`src/rtl/seg_pkg.sv`:
```
// Shared constants for 7-segment readback: the active-low encoding table, blank code,
// scan FSM states and the largest supported digit count.
package seg_pkg;

    localparam int MAX_DIGITS = 8;

    localparam logic [6:0] SEG_BLANK = 7'b1111111;

    // Index is the hex value; bit6=g .. bit0=a, active-low.
    localparam logic [6:0] SEG_TABLE [16] = '{
        7'b1000000, 7'b1111001, 7'b0100100, 7'b0110000,
        7'b0011001, 7'b0010010, 7'b0000010, 7'b1111000,
        7'b0000000, 7'b0010000, 7'b0001000, 7'b0000011,
        7'b1000110, 7'b0100001, 7'b0000110, 7'b0001110
    };

    typedef enum logic [1:0] {
        IDLE   = 2'd0,
        SETTLE = 2'd1,
        HOLD   = 2'd2
    } scan_state_t;

endpackage

```
`src/rtl/seg_pattern_lookup.sv`:
```
// Purpose: map an active-low 7-segment pattern to {hit, blank, nibble} by exact table match.
// Latency: purely combinational.
// Backpressure: none; evaluated continuously.
module seg_pattern_lookup
    import seg_pkg::*;
(
    input  logic [6:0] pattern,
    output logic       hit,
    output logic       blank,
    output logic [3:0] nibble
);

    always_comb begin
        hit    = 1'b0;
        nibble = 4'h0;
        for (int i = 0; i < 16; i++) begin
            if (pattern == SEG_TABLE[i]) begin
                hit    = 1'b1;
                nibble = 4'(i);
            end
        end
    end

    assign blank = (pattern == SEG_BLANK);

endmodule

```
`src/rtl/seg_scan_decoder.sv`:
```
// Purpose: recover per-digit hex values from a scanned active-low 7-seg bus; SEG_SCAN_DP_EN adds decimal point.
// Latency: capture at edge E+STABLE_CYCLES for a sample first registered at edge E.
// Backpressure: none; passive monitor, unstable or non-one-hot samples are simply not captured.
module seg_scan_decoder
    import seg_pkg::*;
#(
    parameter int NUM_DIGITS    = 4,
    parameter int STABLE_CYCLES = 8
) (
    input  logic                    clk,
    input  logic                    rst_n,
    input  logic [6:0]              a_seg,
    input  logic [NUM_DIGITS-1:0]   an_sel,
`ifdef SEG_SCAN_DP_EN
    input  logic                    a_dp,
    output logic [NUM_DIGITS-1:0]   dp_out,
`endif
    input  logic                    clr_err,
    output logic [4*NUM_DIGITS-1:0] cif_hexa_out,
    output logic [NUM_DIGITS-1:0]   digit_valid,
    output logic                    dig_upd,
    output logic                    err_pattern
);

    if (NUM_DIGITS < 1 || NUM_DIGITS > MAX_DIGITS) begin : g_bad_digits
        $error("seg_scan_decoder: NUM_DIGITS out of range");
    end
    if (STABLE_CYCLES < 2) begin : g_bad_stable
        $error("seg_scan_decoder: STABLE_CYCLES must be at least 2");
    end

    localparam int CW = $clog2(STABLE_CYCLES);
    localparam logic [CW-1:0] CNT_MAX = CW'(STABLE_CYCLES - 1);

`ifdef SEG_SCAN_DP_EN
    localparam int SW = NUM_DIGITS + 8;
    logic [SW-1:0] nxt;
    assign nxt = {an_sel, a_dp, a_seg};
`else
    localparam int SW = NUM_DIGITS + 7;
    logic [SW-1:0] nxt;
    assign nxt = {an_sel, a_seg};
`endif

    logic [SW-1:0]         smp;
    logic [CW-1:0]         cnt;
    scan_state_t           state;
    logic [NUM_DIGITS-1:0] smp_an;
    logic [6:0]            smp_seg;
    logic                  changed;
    logic                  nxt_onehot;
    logic                  lk_hit;
    logic                  lk_blank;
    logic [3:0]            lk_nib;

    function automatic logic onehot_low(input logic [NUM_DIGITS-1:0] an);
        logic [NUM_DIGITS-1:0] lo;
        lo = ~an;
        return (lo != '0) && ((lo & (lo - NUM_DIGITS'(1))) == '0);
    endfunction

    assign smp_an     = smp[SW-1 -: NUM_DIGITS];
    assign smp_seg    = smp[6:0];
    assign changed    = (nxt != smp);
    assign nxt_onehot = onehot_low(nxt[SW-1 -: NUM_DIGITS]);

    // Decode the registered sample; at capture time it equals the live input anyway.
    seg_pattern_lookup u_lookup (
        .pattern (smp_seg),
        .hit     (lk_hit),
        .blank   (lk_blank),
        .nibble  (lk_nib)
    );

    always_ff @(posedge clk or negedge rst_n) begin
        if (!rst_n) begin
            smp          <= '1;
            cnt          <= '0;
            state        <= IDLE;
            cif_hexa_out <= '0;
            digit_valid  <= '0;
            dig_upd      <= 1'b0;
            err_pattern  <= 1'b0;
`ifdef SEG_SCAN_DP_EN
            dp_out       <= '0;
`endif
        end else begin
            smp     <= nxt;
            dig_upd <= 1'b0;
            if (clr_err) begin
                err_pattern <= 1'b0;
            end

            if (changed) begin
                cnt   <= '0;
                state <= nxt_onehot ? SETTLE : IDLE;
            end else begin
                if (cnt != CNT_MAX) begin
                    cnt <= cnt + CW'(1);
                end
                if (state == SETTLE && cnt == CNT_MAX) begin
                    state <= HOLD;
                    for (int i = 0; i < NUM_DIGITS; i++) begin
                        if (!smp_an[i]) begin
                            digit_valid[i] <= lk_hit;
                            if (lk_hit) begin
                                cif_hexa_out[4*i +: 4] <= lk_nib;
                            end
`ifdef SEG_SCAN_DP_EN
                            if (lk_hit || lk_blank) begin
                                dp_out[i] <= ~smp[7];
                            end
`endif
                        end
                    end
                    dig_upd <= lk_hit;
                    // Placed after the clear so a coincident error keeps the flag set.
                    if (!lk_hit && !lk_blank) begin
                        err_pattern <= 1'b1;
                    end
                end
            end
        end
    end

endmodule

```
`config.mk`:
```
export PLATFORM = sky130hd
export DESIGN_NAME = seg_scan_decoder
export DESIGN_NICKNAME = d
export VERILOG_FILES = /design/src/rtl/seg_pkg.sv /design/src/rtl/seg_pattern_lookup.sv /design/src/rtl/seg_scan_decoder.sv
export SDC_FILE = /design/constraint.sdc
export NUM_CORES = 1
export LEC_CHECK = 0
export CAP_MARGIN = 30
export CORE_UTILIZATION = 35
export CTS_CLUSTER_SIZE = 12
export DETAILED_ROUTE_END_ITERATION = 7
export REMOVE_ABC_BUFFERS = 1
export SLEW_MARGIN = 15
export SYNTH_ARGS = -nofsm -noshare
export SYNTH_HDL_FRONTEND = slang
export SYNTH_SLANG_ARGS = --single-unit
```
`constraint.sdc`:
```
create_clock -name clk -period 5.6 [get_ports clk]
set_clock_uncertainty 0.2 [all_clocks]
set_input_delay 1.12 -clock clk [delete_from_list [all_inputs] [get_ports clk]]
set_output_delay 1.12 -clock clk [all_outputs]
set_load 0.05 [all_outputs]
```
[Word level (Yosys, flattened, before mapping)]
Cells that the tools add are included.
Storage, ports and cells
  register bits after elaboration: 38
  output and inout port bits: 22
Operators by class
  add/subtract/negate cells: 2
  eq/ne operators: 20
  mux-type cells: 42
  bitwise logic cells: 7
  reductions and logical operators: 18
Operators with widths (count)
  equality test 7 bit (second input constant): 5
  2-to-1 mux 4 bit: 8
  2-to-1 mux 1 bit: 24
  equality test 7 x 5 -> 1 bit (second input constant): 3
  equality test 7 x 6 -> 1 bit (second input constant): 3
  2-to-1 mux 3 bit: 6
  AND reduction 4 bit: 4
  equality test 7 x 2 -> 1 bit (second input constant): 2
  equality test 7 x 4 -> 1 bit (second input constant): 2
  AND reduction 3 bit: 4
  inequality test 11 bit: 1
  2-to-1 mux 2 bit: 4
  equality test 7 x 3 -> 1 bit (second input constant): 1
  zero test 7 bit: 1
  inverter 1 bit: 5
  AND 4 bit: 1
  zero test 4 bit: 1
  inverter 4 bit: 1
  nonzero test 2 bit: 2
  nonzero test 4 bit: 1
  subtractor 4 x 1 -> 4 bit (second input constant): 1
  adder 3 x 1 -> 3 bit (second input constant): 1
  equality test 3 bit (second input constant): 1
  logical AND 1 bit: 3
  3 further kinds: 4

[Logic depth before layout (Yosys ltp)]
  depth after elaboration: 22
  depth in mapped cells: 8

[Cells and area by module]
From an unflattened synthesis, not the netlist that was laid out.
Unflattened totals
  cell total of the unflattened synthesis: 159
  area total of the unflattened synthesis: 1908.1 um2
By module, submodules not included
  seg_scan_decoder: times used 1, cells each 113, area each 1590.3 um2
  seg_pattern_lookup: times used 1, cells each 46, area each 317.8 um2

[Worst setup path before layout]
OpenSTA, ideal clock, no wires.
  kind: in2reg
  start point: input port an_sel[3]
  end point: register cif_hexa_out[0]
  setup time: 0.125 ns
  arrival time: 2.673 ns
  slack: 2.602 ns
  stages: 5
  buffers on the path: 0
  cell sequence: xor2_1 nor4_2 nand4_4 a311oi_4 mux2_2
Between the ends
  longest elaborated chain between the ends: 3
Ends and longest elaborated chain
  start, declared: RTL line seg_scan_decoder.sv:13  | input logic [NUM_DIGITS-1:0] an_sel,
  inequality test 11 bit: RTL line seg_scan_decoder.sv:64  | assign changed = (nxt != smp);
  inverter 1 bit (no line)
  AND reduction 4 bit (no line)
  end signal, assigned by index: RTL line seg_scan_decoder.sv:107  | cif_hexa_out[4*i +: 4] <= lk_nib;
  end, declared: RTL line seg_scan_decoder.sv:19  | output logic [4*NUM_DIGITS-1:0] cif_hexa_out,
Every way passes these cells.
A chain may end at the register's enable or synchronous reset.

[Final worst setup path]
  start point: input port an_sel[3]
  end point: register cif_hexa_out[15]
Same word-level chain as after synthesis.

==> flow_metrics.tcl <==
set metrics [dict create \
    outcome "finished clean" \
    slowest_delay_ns 0.51 \
    cts_tree "yes" \
    gp_congestion 0.788 \
    synth_cell_types 41 \
    cts.sinks 38 \
    cts_root_buffer "clkbuf_8" \
    wl_met3_um 276 \
    leakagePower_nw 1.08 \
    stdcell_area_um2 2510 \
    io_pins 36 \
    yosysTopAreaCell "dfrtp_1" \
    io_buffer_count 35 \
    synth-edff-count 0 \
    synth_seq_cells 38 \
    area_delta_synth_final_pct 26.4 \
    post-place-ws_ns 1.76 \
    cp-start-kind "primary input" \
    finalCritPeriodShare 0.625 \
    yosysTopAreaCellShare 0.340 \
    cp.required_ns 5.59 \
    maxCapViolations 0 \
    grt_max_degree 39 \
    die_y_um 77.4 \
    drt-met1-wl_um 1970 \
    cts_inserted_buffers 5 \
    drtIter0Drc 69 \
    layout_commonest_cell "clkdlybuf4s50_1" \
    place_area_um2 2370 \
    crit_arrival_ns 3.49 \
    ys_async_sr_fraction 1.00 \
    post-route-drc-count 0 \
    core-area_um2 5510 \
    grt_pass1_wl_um 7480 \
    irDropWorstVdd_v 0.000104 \
    vias 1409 \
    hold_viol_final 0 \
    ctsResizeCount 0 \
    cts_buffer_depth 2 \
    grt_use_total 0.166 \
    final_cells 266 \
    synth_area_leaders "dfrtp_1 34%, dfstp_2 15%, mux2_2 9.1%" \
    rows 27 \
    gr-total-overflow 0 \
    multi_input_area_um2 958 \
    synth_area_um2 1990 \
    routed_wl_um 4450 \
    insertion_delay_ns 0.30 \
    synth-seq-area-share 0.485 \
    whs_ns 0.315 \
    fin_tns_setup_ns 0 \
    drive_gt1_frac 0.247 \
    path_buf_inv 1 \
    synthFlopType "dfrtp_1" \
    yosysWarnings 0 \
    viasPerCell 5.30 \
    min_path_type "register to register" \
    layout_common_cells "35 x clkdlybuf4s50_1, 27 x dfrtp_1, 16 x mux2_2" \
    dr_wl_met2_um 2170 \
    tightestPinTransition_ns 0.753 \
    post_cts_buffers 0 \
    period_needed_ns 3.50 \
    cpMaxStageDelayCell "clkdlybuf4s50_1" \
    diodes 0 \
    design.final.nets 209 \
    routedWlPerCell_um 16.7 \
    slew_headroom 0.493 \
    end_kind "register" \
    antenna_found_initial 0 \
    hold_buffers 0 \
    die_w_um 77.4 \
    cp_cell_sequence "clkdlybuf4s50_1 -> xor2_1 -> nor4_2 -> nand4_4 -> a311oi_4 -> mux2_2" \
    avgSynthCellArea_um2 12.5 \
    max_freq_ghz 0.286 \
    path_clk_slew_ns 0.08 \
    cp_top_family "simple AND/OR/NAND/NOR gates" \
    drtPass1Iterations 4 \
    setup_viol 0 \
    fillers 501 \
    rsz0062_at_grt "no" \
    syn_inst 159 \
    p_per_area_nw_per_um2 245 \
    fin_ws_ns 2.10 \
    htree_levels 2 \
    crit_type "primary input to register" \
    grt_pass1_vias 1453 \
    crit_fanout 5 \
    drv_slew 0 \
    dieArea_um2 5990 \
    dp.cells 258 \
    antenna_left 0 \
    hpwl_um 3170 \
    seqCellArea_um2 965 \
    start_util 0.361 \
    routed.top_layer "met4" \
    r2r_slack_ns 2.79 \
]
==> cell usage after synthesis, types with 2 or more instances <==
library cell and count:
ha_1 2, a21oi_1 3, nor3_1 4, nand2b_1 4, nor2b_1 2, nand3_1 5
buf_2 4, mux2i_1 4, nor3b_1 3, xor2_1 14, buf_6 2, dfrtp_1 27
a211oi_1 2, nand4_4 2, mux2_2 16, nor4_2 2, nand2_1 4, o2bb2ai_1 2
buf_4 2, a311oi_4 4, nand4_1 3, nor2_1 12, dfstp_2 11, o21ai_0 8
==> worst register-to-register path: cells and delay by family (launching register included) <==
kind / cells / cell delay, ns
AND/OR/NAND/NOR: 3 / 0.93
AO/OA/AOI/OAI: 1 / 0.48
multiplexers: 1 / 0.39
flip-flops: 1 / 0.71
==> report_power, final <==
part | switching [mW] | internal (mW)
combinational | 0.0237 | 0.0205
clock | 0.0982 | 0.178
sequential | 0.0132 | 0.283
total | 0.135 | 0.482
==> cell type report <==
cell class                      instances  area share
Clock buffer                            5      0.0274
Clock inverter                          3      0.0274
Inverter                                1     0.00149
Multi-Input combinational cell        111       0.381
Sequential cell                        38       0.384
Tap cell                               72      0.0359
Timing Repair Buffer                   36       0.142
==> flip-flops by register name, indices dropped and copies added, names as in the netlist <==
| register | flops |
|---|---|
| cif_hexa_out | 16 |
| smp | 11 |
| digit_valid | 4 |
| cnt | 3 |
| state | 2 |
| dig_upd | 1 |
| err_pattern | 1 |
==> kinds of logic (layout without fill, tap and decap cells) <==
| kind of cell | count (synthesis) | after routing | synth area share |
|---|---|---|---|
| flip-flops | 38 | 38 | 0.485 |
| buffers and inverters | 10 | 45 | 0.0327 |
| multiplexers | 20 | 20 | 0.111 |
| adder cells (fa/ha/maj) | 2 | 2 | 0.0126 |
| AND/OR/NAND/NOR | 50 | 50 | 0.176 |
| XOR/XNOR | 14 | 14 | 0.0617 |
| AO/OA/AOI/OAI | 25 | 25 | 0.121 |
==> layer usage <==
layer	track usage	up-vias
met2	0.267	48
li1	-	655
met5	0	-
met3	0.0412	6
met1	0.215	700
met4	0.0623	0
==> per-stage QoR <==
step / utilization / power, mW
CTS: 0.456 / 0.627
detailed placement: 0.431 / 0.345
global placement: 0.431 / 0.343
global route: 0.456 / 0.645
floorplan: - / 0.319
finish: 0.456 / 0.617
==> path summary, 6_finish.rpt <==
kind | from | to | cells after the start
max reg2reg | smp[4] | cif_hexa_out[15] | 5
min in group asynchronous | rst_n | dig_upd | 2
max in group asynchronous | rst_n | smp[9] | 2
min | cif_hexa_out[9] | cif_hexa_out[9] | 1
max | an_sel[3] | cif_hexa_out[15] | 6
min reg2reg | cif_hexa_out[9] | cif_hexa_out[9] | 1
Note: power is estimated with default switching activity, not from simulation.
